$ cat src/rtl/maxpool2x2.sv
// maxpool2x2: 2x2 stride-2 signed max-pool between activation and pool BRAMs.
// Define MAXPOOL_FUSED_RELU_EN to clamp negative pooled results to zero.
module maxpool2x2 #(
  parameter int DATA_WIDTH = 16,
  parameter int CHANNELS   = 8,
  parameter int IMG_SIZE   = 28,
  parameter int RD_LAT     = 2,
  localparam int OUT   = IMG_SIZE / 2,
  localparam int N_OUT = CHANNELS * OUT * OUT,
  localparam int AWI   = $clog2(CHANNELS * IMG_SIZE * IMG_SIZE),
  localparam int AWO   = $clog2(N_OUT)
) (
  input  logic                         clk,
  input  logic                         reset_n,
  input  logic                         start,
  output logic                         busy,
  output logic [AWI-1:0]               conv_r_addr,
  output logic                         conv_r_en,
  input  logic signed [DATA_WIDTH-1:0] conv_r_q,
  output logic [AWO-1:0]               pool_w_addr,
  output logic                         pool_w_en,
  output logic                         pool_w_we,
  output logic [DATA_WIDTH-1:0]        pool_w_d,
  output logic                         done
);

  localparam int WW = (RD_LAT > 1) ? $clog2(RD_LAT) : 1;
  localparam int OW = (OUT > 1) ? $clog2(OUT) : 1;

  localparam logic [AWI-1:0] IMG_A   = AWI'(IMG_SIZE);
  localparam logic [AWI-1:0] IMG2_A  = AWI'(2 * IMG_SIZE);
  localparam logic [AWI-1:0] PLANE_A = AWI'(IMG_SIZE * IMG_SIZE);
  localparam logic [AWO-1:0] LAST_W  = AWO'(N_OUT - 1);
  localparam logic [OW-1:0]  QMAX    = OW'(OUT - 1);
  localparam logic [WW-1:0]  WMAX    = WW'(RD_LAT - 1);

  typedef enum logic [2:0] {
    IDLE, RD, WAIT, CAP, WR, FINISH
  } state_t;

  state_t state_q, state_d;

  logic [1:0]     k;
  logic [WW-1:0]  wcnt;
  logic [OW-1:0]  q, r;
  logic [AWI-1:0] cb, rb, chb;
  logic [AWI-1:0] ra;
  logic [AWO-1:0] wa;
  logic signed [DATA_WIDTH-1:0] mx;
  logic           last;

  function automatic logic [AWI-1:0] rd_off(input logic [1:0] kk);
    return (kk[1] ? IMG_A : '0) + AWI'(kk[0]);
  endfunction

  assign last        = (wa == LAST_W);
  assign busy        = (state_q != IDLE);
  assign conv_r_en   = (state_q == RD);
  assign pool_w_en   = (state_q == WR);
  assign pool_w_we   = pool_w_en;
  assign conv_r_addr = ra;
  assign pool_w_addr = wa;

`ifdef MAXPOOL_FUSED_RELU_EN
  assign pool_w_d = mx[DATA_WIDTH-1] ? '0 : mx;
`else
  assign pool_w_d = mx;
`endif

  // State register
  always_ff @(posedge clk or negedge reset_n) begin
    if (!reset_n) state_q <= IDLE;
    else          state_q <= state_d;
  end

  // Next-state: four reads per window, then one write
  always_comb begin
    state_d = state_q;
    unique case (state_q)
      IDLE:    if (start) state_d = RD;
      RD:      state_d = WAIT;
      WAIT:    if (wcnt == WMAX) state_d = CAP;
      CAP:     state_d = (k == 2'd3) ? WR : RD;
      WR:      state_d = last ? FINISH : RD;
      FINISH:  state_d = IDLE;
      default: state_d = IDLE;
    endcase
  end

  // Window walk, read address, running max, write address
  always_ff @(posedge clk or negedge reset_n) begin
    if (!reset_n) begin
      k    <= '0;
      wcnt <= '0;
      q    <= '0;
      r    <= '0;
      cb   <= '0;
      rb   <= '0;
      chb  <= '0;
      ra   <= '0;
      wa   <= '0;
      mx   <= '0;
      done <= 1'b0;
    end else begin
      done <= (state_q == FINISH);
      unique case (state_q)
        IDLE: if (start) begin
          k    <= '0;
          wcnt <= '0;
          q    <= '0;
          r    <= '0;
          cb   <= '0;
          rb   <= '0;
          chb  <= '0;
          ra   <= '0;
          wa   <= '0;
        end
        RD:   wcnt <= '0;
        WAIT: wcnt <= wcnt + WW'(1);
        CAP: begin
          if (k == 2'd0 || conv_r_q > mx) mx <= conv_r_q;
          k <= k + 2'd1;
          if (k != 2'd3) begin
            ra <= rb + cb + rd_off(k + 2'd1);
          end else if (!last) begin
            if (q == QMAX) begin
              q  <= '0;
              cb <= '0;
              if (r == QMAX) begin
                r   <= '0;
                chb <= chb + PLANE_A;
                rb  <= chb + PLANE_A;
              end else begin
                r  <= r + OW'(1);
                rb <= rb + IMG2_A;
              end
            end else begin
              q  <= q + OW'(1);
              cb <= cb + AWI'(2);
            end
          end
        end
        WR: if (!last) begin
          wa <= wa + AWO'(1);
          ra <= rb + cb;
        end
        default: ;
      endcase
    end
  end

endmodule
$ cat config.mk
export PLATFORM = sky130hd
export DESIGN_NAME = maxpool2x2
export DESIGN_NICKNAME = d
export VERILOG_FILES = /design/src/rtl/maxpool2x2.sv
export SDC_FILE = /design/constraint.sdc
export NUM_CORES = 1
export LEC_CHECK = 0
export ABC_AREA = 1
export CAP_MARGIN = 20
export CELL_PAD_IN_SITES_DETAIL_PLACEMENT = 0
export CELL_PAD_IN_SITES_GLOBAL_PLACEMENT = 1
export CORE_ASPECT_RATIO = 0.9
export CORE_MARGIN = 2
export CORE_UTILIZATION = 40
export CTS_BUF_LIST = sky130_fd_sc_hd__clkbuf_16
export DETAILED_ROUTE_END_ITERATION = 8
export PLACE_DENSITY_LB_ADDON = 0.1
export SYNTH_ARGS = -nofsm -noshare
export SYNTH_HDL_FRONTEND = slang
export SYNTH_SLANG_ARGS = --single-unit
$ cat constraint.sdc
create_clock -name clk -period 3.45 [get_ports clk]
set_clock_uncertainty 0.05 [all_clocks]
set_input_delay 0.69 -clock clk [delete_from_list [all_inputs] [get_ports clk]]
set_output_delay 0.69 -clock clk [all_outputs]
set_load 0.03 [all_outputs]
==> results of run 1 <==
[cells in the mapped netlist, types with 3 or more instances]
cell type	n	area share
sky130_fd_sc_hd__nand3b_1	6	0.0077
sky130_fd_sc_hd__buf_2	10	0.0085
sky130_fd_sc_hd__xor2_1	20	0.030
sky130_fd_sc_hd__o21ai_1	7	0.0060
sky130_fd_sc_hd__nand4_1	18	0.019
sky130_fd_sc_hd__o21ai_0	32	0.027
sky130_fd_sc_hd__nor2_4	4	0.0077
sky130_fd_sc_hd__or2_2	3	0.0032
sky130_fd_sc_hd__a2bb2oi_1	3	0.0045
sky130_fd_sc_hd__clkbuf_1	3	0.0019
sky130_fd_sc_hd__o31ai_1	4	0.0051
sky130_fd_sc_hd__nor2_1	47	0.030
sky130_fd_sc_hd__o21ai_2	4	0.0060
sky130_fd_sc_hd__nor4_1	3	0.0032
sky130_fd_sc_hd__dfrtp_1	87	0.37
sky130_fd_sc_hd__inv_2	11	0.0070
sky130_fd_sc_hd__inv_1	103	0.066
sky130_fd_sc_hd__a22o_1	3	0.0045
sky130_fd_sc_hd__or2_0	3	0.0032
sky130_fd_sc_hd__a21oi_1	47	0.040
sky130_fd_sc_hd__nand3_1	73	0.062
sky130_fd_sc_hd__nand2_1	195	0.12
sky130_fd_sc_hd__o22ai_1	7	0.0074
sky130_fd_sc_hd__nor3_1	11	0.0094
sky130_fd_sc_hd__ha_1	42	0.089
[per-layer routing]
layer / GRT usage / up-vias
met5: 0 / -
met4: 0.0659 / 0
met3: 0.0417 / 16
met2: 0.323 / 96
met1: 0.258 / 2491
li1: - / 2699
[path summary, 6_finish.rpt]
check	startpoint	to	slack, ns	cells past startpoint
setup reg to reg	rb[1]	conv_r_addr[9]	0.36	17
hold reg to reg	conv_r_addr[0]	conv_r_addr[0]	0.44	2
hold / removal	reset_n	pool_w_addr[9]	0.31	2
max in group asynchronous	reset_n	r[2]	2.65	2
min in group clk	conv_r_addr[0]	conv_r_addr[0]	0.44	2
setup / recovery	rb[1]	conv_r_addr[9]	0.36	17
[state kept, by name, summed over array words and instances, names as in the netlist, 4 cells and up]
name,count
chb,9
cb,12
q,4
pool_w_d,16
rb,11
pool_w_addr,11
r,4
conv_r_addr,13
[power breakdown]
group	internal [mW]	switching (mW)	leakage [nW]
combinational	1.06	1.86	2.06
clock	0.570	0.446	0.147
sequential	1.31	0.246	1.15
total	2.94	2.55	3.36
[cell type report]
| type | instances | area (µm²) |
|---|---|---|
| Multi-Input combinational cell | 564 | 3180 |
| Clock buffer | 9 | 225 |
| Inverter | 114 | 428 |
| Timing Repair Buffer | 69 | 686 |
| Clock inverter | 7 | 81.3 |
| Tap cell | 198 | 248 |
| Sequential cell | 87 | 2180 |
| Fill cell | 1453 | 7530 |
[logic make-up (layout without fill, tap and decap cells)]
kind of cell | after synthesis | in the layout | share of synthesized area
simple gates | 371 | 371 | 0.283
fa+ha+maj | 43 | 43 | 0.0928
flops | 87 | 87 | 0.370
other cells | 1 | 1 | 0.000638
compound gates | 125 | 125 | 0.128
buf+inv | 131 | 199 | 0.0889
mux | 2 | 2 | 0.00340
xor+xnor | 22 | 22 | 0.0328
==> report_table.html, run 1 <==
<table>
<tr><th>Metric</th><th>Value</th></tr>
<tr><th colspan="2">Status</th></tr>
<tr><td>Status</td><td>finished, final reports clean</td></tr>
<tr><th colspan="2">Global route</th></tr>
<tr><td>Initial antenna violation count</td><td>0</td></tr>
<tr><td>Residual overflow from global routing</td><td>0</td></tr>
<tr><td>Global routing usage summed across all routing layers</td><td>0.196</td></tr>
<tr><td>First-pass GRT wire length</td><td>around 25000 µm</td></tr>
<tr><td>Number of global-route vias before repair</td><td>approximately 5100</td></tr>
<tr><td>Largest net degree at the start of global routing</td><td>88</td></tr>
<tr><th colspan="2">Synthesis</th></tr>
<tr><td>Post-synth EDFFs</td><td>0</td></tr>
<tr><td>Sequential share of the synthesized area</td><td>0.370</td></tr>
<tr><td>Number of distinct library cell variants in the gate-level netlist after synthesis</td><td>52</td></tr>
<tr><td>Async set-or-reset flop fraction in the synthesized netlist</td><td>1.00</td></tr>
<tr><td>Net count after synthesis</td><td>844</td></tr>
<tr><td>Synthesized instance count</td><td>roughly 780</td></tr>
<tr><td>Cell area after synthesis</td><td>~0.0059 mm²</td></tr>
<tr><td>Yosys warnings</td><td>0</td></tr>
<tr><td>Top FF cell, synth</td><td>sky130_fd_sc_hd__dfrtp_1</td></tr>
<tr><td>Flop and latch count out of synthesis</td><td>87</td></tr>
<tr><td>Synthesized area divided by synthesized cell count</td><td>around 7.5 µm²</td></tr>
<tr><th colspan="2">Route</th></tr>
<tr><td>Via/cell ratio</td><td>just over 5</td></tr>
<tr><td>Post-detailed-route DRC marker count</td><td>0</td></tr>
<tr><td>Met2 wirelength from detailed routing</td><td>around 6900 µm</td></tr>
<tr><td>Highest Signal Layer</td><td>met4</td></tr>
<tr><td>Count of vias placed by the detailed router</td><td>around 5300</td></tr>
<tr><td>Violation count after the first detailed-routing iteration</td><td>roughly 250</td></tr>
<tr><td>Met3 Wirelength</td><td>between 500 and 600 µm</td></tr>
<tr><td>Average wire per cell in the routed design</td><td>14.0 µm</td></tr>
<tr><td>Routed length on met1</td><td>6990 µm</td></tr>
<tr><td>Total iterations of the first detailed-routing run</td><td>5</td></tr>
<tr><td>Aggregate routed wire length</td><td>around 15000 µm</td></tr>
<tr><td>Antenna viol nets, final</td><td>0</td></tr>
<tr><th colspan="2">STA</th></tr>
<tr><td>Pins Over Slew Limit</td><td>0</td></tr>
<tr><td>Final critical path time including I/O delays and setup</td><td>roughly 3.1 ns</td></tr>
<tr><td>Hold Fails Final Rpt</td><td>0</td></tr>
<tr><td>Setup repair after global routing missed its margin</td><td>no</td></tr>
<tr><td>Sum Neg Setup Slack</td><td>0 ns</td></tr>
<tr><td>Worst Slack Setup Final</td><td>roughly 0.36 ns</td></tr>
<tr><td>Final Setup Violations</td><td>0</td></tr>
<tr><td>Actual transition at the worst max-transition pin</td><td>approximately 0.57 ns</td></tr>
<tr><td>Worst hold margin</td><td>between 0.3 and 0.4 ns</td></tr>
<tr><td>Period utilization</td><td>0.895</td></tr>
<tr><td>Max Fclk</td><td>~320 MHz</td></tr>
<tr><td>Worst slew slack as a fraction of its limit</td><td>0.618</td></tr>
<tr><th colspan="2">Placement</th></tr>
<tr><td>Area post-placement</td><td>roughly 0.0067 mm²</td></tr>
<tr><td>Placement-stage worst setup slack</td><td>around 0.36 ns</td></tr>
<tr><td>IO Port Bufs</td><td>between 60 and 70</td></tr>
<tr><td>Post-detail-place hpwl</td><td>~11000 µm</td></tr>
<tr><td>Instance count after placement with tap cells included</td><td>roughly 1000</td></tr>
<tr><td>Final weighted congestion in routability-driven placement</td><td>0.879</td></tr>
<tr><th colspan="2">Floorplan</th></tr>
<tr><td>Chip width</td><td>132 µm</td></tr>
<tr><td>Vertical extent of the die</td><td>119 µm</td></tr>
<tr><td>Die footprint</td><td>approximately 0.016 mm²</td></tr>
<tr><td>Ports placed on the boundary</td><td>64</td></tr>
<tr><td>Cell row count</td><td>42</td></tr>
<tr><td>Core Area</td><td>between 0.01 and 0.015 mm²</td></tr>
<tr><td>Initial Utilization</td><td>0.404</td></tr>
<tr><th colspan="2">Power</th></tr>
<tr><td>Reported leakage power</td><td>3.36 nW</td></tr>
<tr><td>Total power consumption of the routed design</td><td>about 5.5 mW</td></tr>
<tr><td>Maximum ir drop on the vdd rail</td><td>approximately 370 µV</td></tr>
<tr><td>Total power per unit cell area</td><td>around 780 mW/mm²</td></tr>
<tr><th colspan="2">Finish</th></tr>
<tr><td>Final standard cell count with taps included and fillers excluded</td><td>~1000</td></tr>
<tr><td>Most common cell after layout, fill and taps aside</td><td>sky130_fd_sc_hd__nand2_1</td></tr>
<tr><td>Nets@finish</td><td>between 900 and 1000</td></tr>
<tr><td>Share of layout cells above drive strength 1</td><td>0.0624</td></tr>
<tr><td>Layout Utilization</td><td>0.483</td></tr>
<tr><td>Post-route cell area</td><td>between 0.007 and 0.008 mm²</td></tr>
<tr><td>Most used cells in the layout excluding fill and tap cells</td><td>sky130_fd_sc_hd__nand2_1, sky130_fd_sc_hd__inv_1, sky130_fd_sc_hd__dfrtp_1</td></tr>
<tr><td>Area growth, synth to finish</td><td>19.5%</td></tr>
<tr><td>N_diodes</td><td>0</td></tr>
<tr><th colspan="2">Critical path</th></tr>
<tr><td>Type of element launching the critical path</td><td>flip-flop</td></tr>
<tr><td>Arrival time at the worst endpoint</td><td>about 3.3 ns</td></tr>
<tr><td>Critical Path Sink Type</td><td>flip-flop</td></tr>
<tr><td>Slowest cell on the critical path</td><td>sky130_fd_sc_hd__fa_1</td></tr>
<tr><td>Crit path max-delay family</td><td>simple AND/OR/NAND/NOR gates</td></tr>
<tr><td>Max incr delay on CP</td><td>0.49 ns</td></tr>
<tr><td>CP Class</td><td>flip-flop to flip-flop</td></tr>
<tr><td>Req. time, crit path</td><td>3.64 ns</td></tr>
<tr><td>Critical path fanouts, max</td><td>6</td></tr>
<tr><td>Library cell appearing most often on the critical path</td><td>sky130_fd_sc_hd__nand3_1</td></tr>
<tr><td>CP cell instances</td><td>fa_1, nand3_1, nand3_1, xor2_1, ha_1, nand3_1, and2_1, o21ai_0, inv_1, nor2_1, nand3_1, nor2_1, nand2_1, nand3_1, o21ai_0, nand2_1, nand2_1</td></tr>
<tr><td>Crit path buffers/inverters</td><td>1</td></tr>
<tr><th colspan="2">Clock tree</th></tr>
<tr><td>Number of clock sinks</td><td>a little under 90</td></tr>
<tr><td>Post-CTS setup repair buffer count</td><td>0</td></tr>
<tr><td>Root Buffer Master</td><td>sky130_fd_sc_hd__clkbuf_16</td></tr>
<tr><td>Number of resized instances in the post-cts repair step</td><td>0</td></tr>
<tr><td>Clock slew at the register clock pins of the worst setup and hold paths</td><td>~0.07 ns</td></tr>
<tr><td>Insertion delay to the later sink of the worst-skew pair</td><td>0.35 ns</td></tr>
<tr><td>Number of buffers on the longest clock path</td><td>2</td></tr>
<tr><td>TritonCTS clock tree</td><td>yes</td></tr>
<tr><td>CTS H-Tree Depth</td><td>3</td></tr>
<tr><td>Number of hold buffers added after cts</td><td>0</td></tr>
<tr><td>Cts bufs inserted</td><td>9</td></tr>
<tr><th colspan="2">Run</th></tr>
<tr><td>Maximum capacitance violations</td><td>0</td></tr>
<tr><th colspan="2">Min path</th></tr>
<tr><td>Hold Crit Class</td><td>input pin to async pin</td></tr>
</table>
No activity file was read; power rests on OpenSTA's default activity.
==> inputs of run 2 (changes only) <==
- ABC_CLOCK_PERIOD_IN_PS: unset -> 3450
- CORE_MARGIN: 2 -> 4
==> run 2 against run 1 <==
Effect of this change: design area fell by 0.23%; cell count fell by 0.57%; register-to-register slack got worse by 0.04 ns; maximum frequency fell by 1.3%; sequential power barely moved; die area rose by 6.5%; sequential share of layout area rose by 0.072 points; combinational power barely moved; first-iteration DRC count rose by 13%; wire length fell by 0.52%.
==> report_table.html, run 2 (synthesis gave the netlist of run 1 again) <==
<table>
<tr><th>Metric</th><th>Value</th></tr>
<tr><th colspan="2">Critical path</th></tr>
<tr><td>Crit path max-delay family</td><td>simple AND/OR/NAND/NOR gates</td></tr>
<tr><td>Library cell appearing most often on the critical path</td><td>sky130_fd_sc_hd__nand3_1</td></tr>
<tr><td>Crit path buffers/inverters</td><td>1</td></tr>
<tr><td>Type of element launching the critical path</td><td>flip-flop</td></tr>
<tr><td>Startpoint of the most critical register-to-register path</td><td>cb[1]</td></tr>
<tr><td>Critical path fanouts, max</td><td>6</td></tr>
<tr><td>Req. time, crit path</td><td>3.64 ns</td></tr>
<tr><td>CP cell instances</td><td>fa_1, nand3_1, nand3_1, xor2_1, ha_1, nand3_1, and2_1, o21ai_0, inv_1, nor2_1, nand3_1, nor2_1, nand2_1, nand3_1, o21ai_0, nand2_1, nand2_1</td></tr>
<tr><td>Arrival time at the worst endpoint</td><td>3.32 ns</td></tr>
<tr><td>Setup slack of the most critical reg-to-reg path</td><td>~0.32 ns</td></tr>
<tr><td>CP Class</td><td>flip-flop to flip-flop</td></tr>
<tr><td>Depth of the most critical reg-to-reg path</td><td>17</td></tr>
<tr><td>Max incr delay on CP</td><td>0.52 ns</td></tr>
<tr><td>Critical register-to-register path endpoint</td><td>conv_r_addr[9]</td></tr>
<tr><td>Critical Path Sink Type</td><td>flip-flop</td></tr>
<tr><td>Slowest cell on the critical path</td><td>sky130_fd_sc_hd__fa_1</td></tr>
<tr><th colspan="2">Finish</th></tr>
<tr><td>Final standard cell count with taps included and fillers excluded</td><td>1042</td></tr>
<tr><td>Multi-input gate area</td><td>0.00318 mm²</td></tr>
<tr><td>Flip-flop and latch area</td><td>approximately 0.0022 mm²</td></tr>
<tr><td>Most common cell after layout, fill and taps aside</td><td>sky130_fd_sc_hd__nand2_1</td></tr>
<tr><td>Share of layout cells above drive strength 1</td><td>0.0612</td></tr>
<tr><td>Area growth, synth to finish</td><td>19.2%</td></tr>
<tr><td>Number of fill cells in the layout</td><td>between 1000 and 1500</td></tr>
<tr><td>Nets@finish</td><td>~900</td></tr>
<tr><td>N_diodes</td><td>0</td></tr>
<tr><td>Number of flip-flops under the largest register name</td><td>16</td></tr>
<tr><td>Most used cells in the layout excluding fill and tap cells</td><td>sky130_fd_sc_hd__nand2_1, sky130_fd_sc_hd__inv_1, sky130_fd_sc_hd__dfrtp_1</td></tr>
<tr><th colspan="2">Route</th></tr>
<tr><td>Antenna viol nets, final</td><td>0</td></tr>
<tr><td>Aggregate routed wire length</td><td>14600 µm</td></tr>
<tr><td>Average wire per cell in the routed design</td><td>roughly 14 µm</td></tr>
<tr><td>Total iterations of the first detailed-routing run</td><td>5</td></tr>
<tr><td>Violation count after the first detailed-routing iteration</td><td>278</td></tr>
<tr><td>Post-detailed-route DRC marker count</td><td>0</td></tr>
<tr><td>Count of vias placed by the detailed router</td><td>between 5000 and 6000</td></tr>
<tr><td>Via/cell ratio</td><td>5.10</td></tr>
<tr><th colspan="2">Clock tree</th></tr>
<tr><td>Clock slew at the register clock pins of the worst setup and hold paths</td><td>roughly 0.070 ns</td></tr>
<tr><td>Number of hold buffers added after cts</td><td>0</td></tr>
<tr><td>Insertion delay to the later sink of the worst-skew pair</td><td>roughly 0.36 ns</td></tr>
<tr><td>Root Buffer Master</td><td>sky130_fd_sc_hd__clkbuf_16</td></tr>
<tr><td>TritonCTS clock tree</td><td>yes</td></tr>
<tr><td>Post-CTS setup repair buffer count</td><td>0</td></tr>
<tr><td>CTS H-Tree Depth</td><td>3</td></tr>
<tr><td>Number of clock sinks</td><td>a little under 90</td></tr>
<tr><td>Cts bufs inserted</td><td>9</td></tr>
<tr><td>Number of resized instances in the post-cts repair step</td><td>0</td></tr>
<tr><td>Number of buffers on the longest clock path</td><td>2</td></tr>
<tr><th colspan="2">Placement</th></tr>
<tr><td>Instance count after placement with tap cells included</td><td>slightly above 1000</td></tr>
<tr><td>Post-detail-place hpwl</td><td>between 10000 and 15000 µm</td></tr>
<tr><td>IO Port Bufs</td><td>63</td></tr>
<tr><td>Final weighted congestion in routability-driven placement</td><td>between 0.9 and 1</td></tr>
<tr><th colspan="2">Floorplan</th></tr>
<tr><td>Ports placed on the boundary</td><td>64</td></tr>
<tr><td>Initial Utilization</td><td>0.414</td></tr>
<tr><td>Chip width</td><td>roughly 140 µm</td></tr>
<tr><td>Core Area</td><td>0.0142 mm²</td></tr>
<tr><td>Die footprint</td><td>around 0.017 mm²</td></tr>
<tr><td>Vertical extent of the die</td><td>between 100 and 150 µm</td></tr>
<tr><td>Cell row count</td><td>41</td></tr>
<tr><th colspan="2">STA</th></tr>
<tr><td>Worst hold margin</td><td>between 0.3 and 0.4 ns</td></tr>
<tr><td>Pins Over Slew Limit</td><td>0</td></tr>
<tr><td>Hold Fails Final Rpt</td><td>0</td></tr>
<tr><td>Sum Neg Setup Slack</td><td>0 ns</td></tr>
<tr><td>Final Setup Violations</td><td>0</td></tr>
<tr><td>Final critical path time including I/O delays and setup</td><td>between 3 and 4 ns</td></tr>
<tr><td>Period utilization</td><td>0.907</td></tr>
<tr><td>Actual transition at the worst max-transition pin</td><td>0.618 ns</td></tr>
<tr><td>Setup repair after global routing missed its margin</td><td>no</td></tr>
<tr><td>Max Fclk</td><td>between 300 and 400 MHz</td></tr>
<tr><td>Worst slew slack as a fraction of its limit</td><td>0.588</td></tr>
<tr><th colspan="2">Global route</th></tr>
<tr><td>Residual overflow from global routing</td><td>0</td></tr>
<tr><td>Initial antenna violation count</td><td>0</td></tr>
<tr><td>First-pass GRT wire length</td><td>roughly 25000 µm</td></tr>
<tr><td>Number of global-route vias before repair</td><td>4888</td></tr>
<tr><td>Global routing usage summed across all routing layers</td><td>0.183</td></tr>
<tr><td>Largest net degree at the start of global routing</td><td>46</td></tr>
<tr><th colspan="2">Power</th></tr>
<tr><td>Cell internal pwr</td><td>about 2.9 mW</td></tr>
<tr><td>Part of the total power dissipated in sequential elements</td><td>0.287</td></tr>
<tr><td>Clk network pwr share</td><td>0.185</td></tr>
<tr><td>Total power per unit cell area</td><td>779 mW/mm²</td></tr>
<tr><td>Maximum ir drop on the vdd rail</td><td>between 400 and 500 µV</td></tr>
<tr><td>Comb pwr share</td><td>0.528</td></tr>
<tr><td>Net switching component of the power</td><td>2.53 mW</td></tr>
<tr><td>Total power consumption of the routed design</td><td>approximately 5.5 mW</td></tr>
<tr><td>Switching fraction of total power</td><td>0.463</td></tr>
<tr><td>Reported leakage power</td><td>about 3.3 nW</td></tr>
<tr><th colspan="2">Run</th></tr>
<tr><td>Maximum capacitance violations</td><td>0</td></tr>
<tr><th colspan="2">Status</th></tr>
<tr><td>Status</td><td>finished, final reports clean</td></tr>
<tr><th colspan="2">Min path</th></tr>
<tr><td>Hold Crit Class</td><td>input pin to async pin</td></tr>
</table>
-- run 2: cell count changes in the layout (fill, tap and decap cells not counted), sizes merged --
cell	delta
buf	-1
clkinvlp	+2
inv	+1
clkinv	-3
-- run 2: power groups by stage --
stage          logic (mW)  registers (mW)  clock network [mW]
2_1_floorplan        1.80            1.82                   0
3_3_place_gp         2.86            1.58                   0
3_5_place_dp         2.90            1.59                   0
4_1_cts              2.91            1.57                1.05
5_1_grt              3.23            1.61                1.09
6_report             2.88            1.56                1.01
-- run 2: metrics by stage --
step,utilization,worst slack (ns),cell area (µm²)
final,0.493,0.321,7010
after CTS,0.493,0.335,7010
after global routing,0.493,0.0551,7010
after floorplan,-,0.658,5880
after global placement,0.472,0.461,6710
after detailed placement,0.472,0.346,6710
-- run 2: how the worst max path moves through the flow --
stage | start | to | slack, ns | cells after the start
6_report | cb[1] | conv_r_addr[9] | 0.32 | 17
3_3_place_gp | rb[1] | conv_r_addr[9] | 0.46 | 17
3_5_place_dp | cb[1] | conv_r_addr[9] | 0.35 | 17
2_1_floorplan | cb[1] | conv_r_addr[9] | 0.66 | 17
5_1_grt | rb[1] | conv_r_addr[9] | 0.06 | 17
4_1_cts | cb[1] | conv_r_addr[9] | 0.33 | 17
-- run 2: layout make-up --
type | count | area share
clock buffers | 9 | 0.0321
clock inverters | 7 | 0.0112
inverters | 114 | 0.0610
multi-input cells | 564 | 0.454
flip-flops and latches | 87 | 0.311
well taps | 193 | 0.0345
repair buffers | 68 | 0.0968
-- run 2: worst register-to-register path, stage by stage, from the launching register on --
cell and delay (ns):
sky130_fd_sc_hd__dfrtp_1 0.44, sky130_fd_sc_hd__fa_1 0.52, sky130_fd_sc_hd__nand3_1 0.12, sky130_fd_sc_hd__nand3_1 0.13, sky130_fd_sc_hd__xor2_1 0.19, sky130_fd_sc_hd__ha_1 0.38
sky130_fd_sc_hd__nand3_1 0.09, sky130_fd_sc_hd__and2_1 0.15, sky130_fd_sc_hd__o21ai_0 0.07, sky130_fd_sc_hd__inv_1 0.07, sky130_fd_sc_hd__nor2_1 0.16, sky130_fd_sc_hd__nand3_1 0.14
sky130_fd_sc_hd__nor2_1 0.18, sky130_fd_sc_hd__nand2_1 0.07, sky130_fd_sc_hd__nand3_1 0.07, sky130_fd_sc_hd__o21ai_0 0.08, sky130_fd_sc_hd__nand2_1 0.07, sky130_fd_sc_hd__nand2_1 0.05
-- run 2: routing by layer --
layer  wire length [µm]  track usage
met5                  0            0
met4                207       0.0485
met3                598       0.0346
met2               6910        0.301
met1               6870        0.250
==> inputs of run 3 (changes only) <==
- CORE_UTILIZATION: 40 -> 42
==> run 3 against run 2 <==
Effect of this change: sequential power hardly changed; register-to-register slack better by 0.04 ns; via count decreased by 0.23%; largest cell class unchanged; power down 2.5%; combinational power is essentially flat; die area down 4.5%; non-clock buffer count grew 1; cell count decreased by 2.3%; utilization rose by 1.9 points; hold slack improved by 0.0043 ns; wire length is 0.58% higher; clock power shrank 13%; largest power group unchanged.
==> report_table.html, run 3 (synthesis gave the netlist of run 1 again) <==
<table>
<tr><th>Metric</th><th>Value</th></tr>
<tr><th colspan="2">Status</th></tr>
<tr><td>Status</td><td>finished, final reports clean</td></tr>
<tr><th colspan="2">Critical path</th></tr>
<tr><td>Critical Path Sink Type</td><td>flip-flop</td></tr>
<tr><td>Depth of the most critical reg-to-reg path</td><td>17</td></tr>
<tr><td>Critical register-to-register path endpoint</td><td>conv_r_addr[9]</td></tr>
<tr><td>Arrival time at the worst endpoint</td><td>~3.3 ns</td></tr>
<tr><td>Critical path fanouts, max</td><td>6</td></tr>
<tr><td>Req. time, crit path</td><td>3.63 ns</td></tr>
<tr><td>Startpoint of the most critical register-to-register path</td><td>rb[1]</td></tr>
<tr><td>Type of element launching the critical path</td><td>flip-flop</td></tr>
<tr><td>Setup slack of the most critical reg-to-reg path</td><td>around 0.36 ns</td></tr>
<tr><td>CP Class</td><td>flip-flop to flip-flop</td></tr>
<tr><th colspan="2">Floorplan</th></tr>
<tr><td>Vertical extent of the die</td><td>roughly 120 µm</td></tr>
<tr><td>Chip width</td><td>about 130 µm</td></tr>
<tr><td>Die footprint</td><td>between 0.015 and 0.02 mm²</td></tr>
<tr><td>Core Area</td><td>0.0135 mm²</td></tr>
<tr><td>Initial Utilization</td><td>0.435</td></tr>
<tr><td>Ports placed on the boundary</td><td>64</td></tr>
<tr><td>Cell row count</td><td>40</td></tr>
<tr><th colspan="2">Route</th></tr>
<tr><td>Aggregate routed wire length</td><td>approximately 15000 µm</td></tr>
<tr><td>Count of vias placed by the detailed router</td><td>around 5300</td></tr>
<tr><td>Post-detailed-route DRC marker count</td><td>0</td></tr>
<tr><td>Antenna viol nets, final</td><td>0</td></tr>
<tr><td>Total iterations of the first detailed-routing run</td><td>4</td></tr>
<tr><td>Via/cell ratio</td><td>approximately 5.2</td></tr>
<tr><td>Violation count after the first detailed-routing iteration</td><td>between 200 and 250</td></tr>
<tr><td>Average wire per cell in the routed design</td><td>roughly 14 µm</td></tr>
<tr><th colspan="2">Clock tree</th></tr>
<tr><td>Post-CTS setup repair buffer count</td><td>0</td></tr>
<tr><td>Number of buffers on the longest clock path</td><td>2</td></tr>
<tr><td>Insertion delay to the later sink of the worst-skew pair</td><td>approximately 0.34 ns</td></tr>
<tr><td>Cts bufs inserted</td><td>9</td></tr>
<tr><td>Root Buffer Master</td><td>sky130_fd_sc_hd__clkbuf_16</td></tr>
<tr><td>Clock slew at the register clock pins of the worst setup and hold paths</td><td>around 0.060 ns</td></tr>
<tr><td>CTS H-Tree Depth</td><td>3</td></tr>
<tr><td>Number of resized instances in the post-cts repair step</td><td>0</td></tr>
<tr><td>Number of hold buffers added after cts</td><td>0</td></tr>
<tr><td>TritonCTS clock tree</td><td>yes</td></tr>
<tr><td>Number of clock sinks</td><td>87</td></tr>
<tr><th colspan="2">STA</th></tr>
<tr><td>Max Fclk</td><td>around 320 MHz</td></tr>
<tr><td>Worst slew slack as a fraction of its limit</td><td>0.537</td></tr>
<tr><td>Period utilization</td><td>0.894</td></tr>
<tr><td>Hold Fails Final Rpt</td><td>0</td></tr>
<tr><td>Pins Over Slew Limit</td><td>0</td></tr>
<tr><td>Worst Slack Setup Final</td><td>0.365 ns</td></tr>
<tr><td>Setup repair after global routing missed its margin</td><td>no</td></tr>
<tr><td>Actual transition at the worst max-transition pin</td><td>just under 0.7 ns</td></tr>
<tr><td>Final Setup Violations</td><td>0</td></tr>
<tr><td>Sum Neg Setup Slack</td><td>0 ns</td></tr>
<tr><td>Final critical path time including I/O delays and setup</td><td>3.09 ns</td></tr>
<tr><th colspan="2">Placement</th></tr>
<tr><td>Area post-placement</td><td>about 0.0067 mm²</td></tr>
<tr><td>IO Port Bufs</td><td>63</td></tr>
<tr><td>Post-detail-place hpwl</td><td>11100 µm</td></tr>
<tr><td>Placement-stage worst setup slack</td><td>between 0.3 and 0.4 ns</td></tr>
<tr><td>Final weighted congestion in routability-driven placement</td><td>0.922</td></tr>
<tr><th colspan="2">Finish</th></tr>
<tr><td>Share of layout cells above drive strength 1</td><td>0.0576</td></tr>
<tr><td>Nets@finish</td><td>roughly 910</td></tr>
<tr><td>Most common cell after layout, fill and taps aside</td><td>sky130_fd_sc_hd__nand2_1</td></tr>
<tr><td>Number of flip-flops under the largest register name</td><td>16</td></tr>
<tr><td>Post-route cell area</td><td>0.00693 mm²</td></tr>
<tr><td>Number of fill cells in the layout</td><td>1335</td></tr>
<tr><td>N_diodes</td><td>0</td></tr>
<tr><td>Layout Utilization</td><td>0.513</td></tr>
<tr><td>Most used cells in the layout excluding fill and tap cells</td><td>sky130_fd_sc_hd__nand2_1, sky130_fd_sc_hd__inv_1, sky130_fd_sc_hd__dfrtp_1</td></tr>
<tr><td>Area growth, synth to finish</td><td>17.8%</td></tr>
<tr><th colspan="2">Power</th></tr>
<tr><td>Total power per unit cell area</td><td>~770 mW/mm²</td></tr>
<tr><td>Reported leakage power</td><td>approximately 3.3 nW</td></tr>
<tr><td>Maximum ir drop on the vdd rail</td><td>392 µV</td></tr>
<tr><td>Total power consumption of the routed design</td><td>between 5 and 6 mW</td></tr>
<tr><th colspan="2">Global route</th></tr>
<tr><td>Global routing usage summed across all routing layers</td><td>0.192</td></tr>
<tr><td>First-pass GRT wire length</td><td>25000 µm</td></tr>
<tr><td>Largest net degree at the start of global routing</td><td>50</td></tr>
<tr><td>Initial antenna violation count</td><td>0</td></tr>
<tr><td>Number of global-route vias before repair</td><td>about 5000</td></tr>
<tr><td>Residual overflow from global routing</td><td>0</td></tr>
<tr><th colspan="2">Min path</th></tr>
<tr><td>Hold Crit Class</td><td>input pin to async pin</td></tr>
<tr><th colspan="2">Run</th></tr>
<tr><td>Maximum capacitance violations</td><td>0</td></tr>
</table>
-- run 3: changes by cell type in the layout (fill, tap and decap cells not counted) --
cell / delta
sky130_fd_sc_hd__bufinv_16: -1
sky130_fd_sc_hd__inv_1: +2
sky130_fd_sc_hd__clkinvlp_4: -2
sky130_fd_sc_hd__inv_6: -3
sky130_fd_sc_hd__buf_4: +2
sky130_fd_sc_hd__clkinv_1: +2
sky130_fd_sc_hd__clkinv_2: +2
sky130_fd_sc_hd__buf_12: -1
-- run 3: cell type report --
type                       count  area, µm²  area share
inverter                     114        428      0.0618
timing repair buffer          69        673      0.0972
tap                          168        210      0.0303
multi-input combinational    564       3180       0.459
clock inverter                 7       32.5     0.00470
clock buffer                   9        225      0.0325
sequential                    87       2180       0.314
-- run 3: where the power goes --
part / internal (mW) / switching, mW / leakage, nW
clock: 0.475 / 0.399 / 0.133
sequential: 1.31 / 0.249 / 1.15
combinational: 1.05 / 1.84 / 2.06
total: 2.84 / 2.49 / 3.34
-- run 3: worst max path at each step --
stage	start	endpoint	slack (ns)	cells past startpoint
after floorplan	cb[1]	conv_r_addr[9]	0.66	17
after global placement	cb[1]	conv_r_addr[9]	0.47	17
after detailed placement	rb[1]	conv_r_addr[9]	0.36	17
after CTS	rb[1]	conv_r_addr[9]	0.35	17
after global routing	rb[1]	conv_r_addr[9]	0.05	16
final	rb[1]	conv_r_addr[9]	0.36	17
-- run 3: critical path, stage by stage (launching register included) --
cell and delay [ns]:
sky130_fd_sc_hd__dfrtp_1 0.45, sky130_fd_sc_hd__fa_1 0.50, sky130_fd_sc_hd__nand3_1 0.12, sky130_fd_sc_hd__nand3_1 0.13, sky130_fd_sc_hd__xor2_1 0.20, sky130_fd_sc_hd__ha_1 0.38
sky130_fd_sc_hd__nand3_1 0.09, sky130_fd_sc_hd__and2_1 0.15, sky130_fd_sc_hd__o21ai_0 0.07, sky130_fd_sc_hd__inv_1 0.07, sky130_fd_sc_hd__nor2_1 0.14, sky130_fd_sc_hd__nand3_1 0.12
sky130_fd_sc_hd__nor2_1 0.17, sky130_fd_sc_hd__nand2_1 0.07, sky130_fd_sc_hd__nand3_1 0.07, sky130_fd_sc_hd__o21ai_0 0.08, sky130_fd_sc_hd__nand2_1 0.07, sky130_fd_sc_hd__nand2_1 0.05
-- run 3: per-layer routing --
layer | GRT usage | up-vias | routed length, µm
li1 | - | 2710 | -
met4 | 0.0494 | 0 | 191
met2 | 0.326 | 95 | 7110
met5 | 0 | - | 0
met3 | 0.0420 | 16 | 613
met1 | 0.249 | 2480 | 6760
-- run 3: stage by stage --
| step | std cells | hold slack (ns) |
|---|---|---|
| after global routing | 1018 | 0.377 |
| after CTS | 1018 | 0.359 |
| after detailed placement | 1002 | 0.418 |
| final | 1018 | 0.314 |
| after global placement | 1002 | 0.421 |
| after floorplan | 782 | 0.344 |
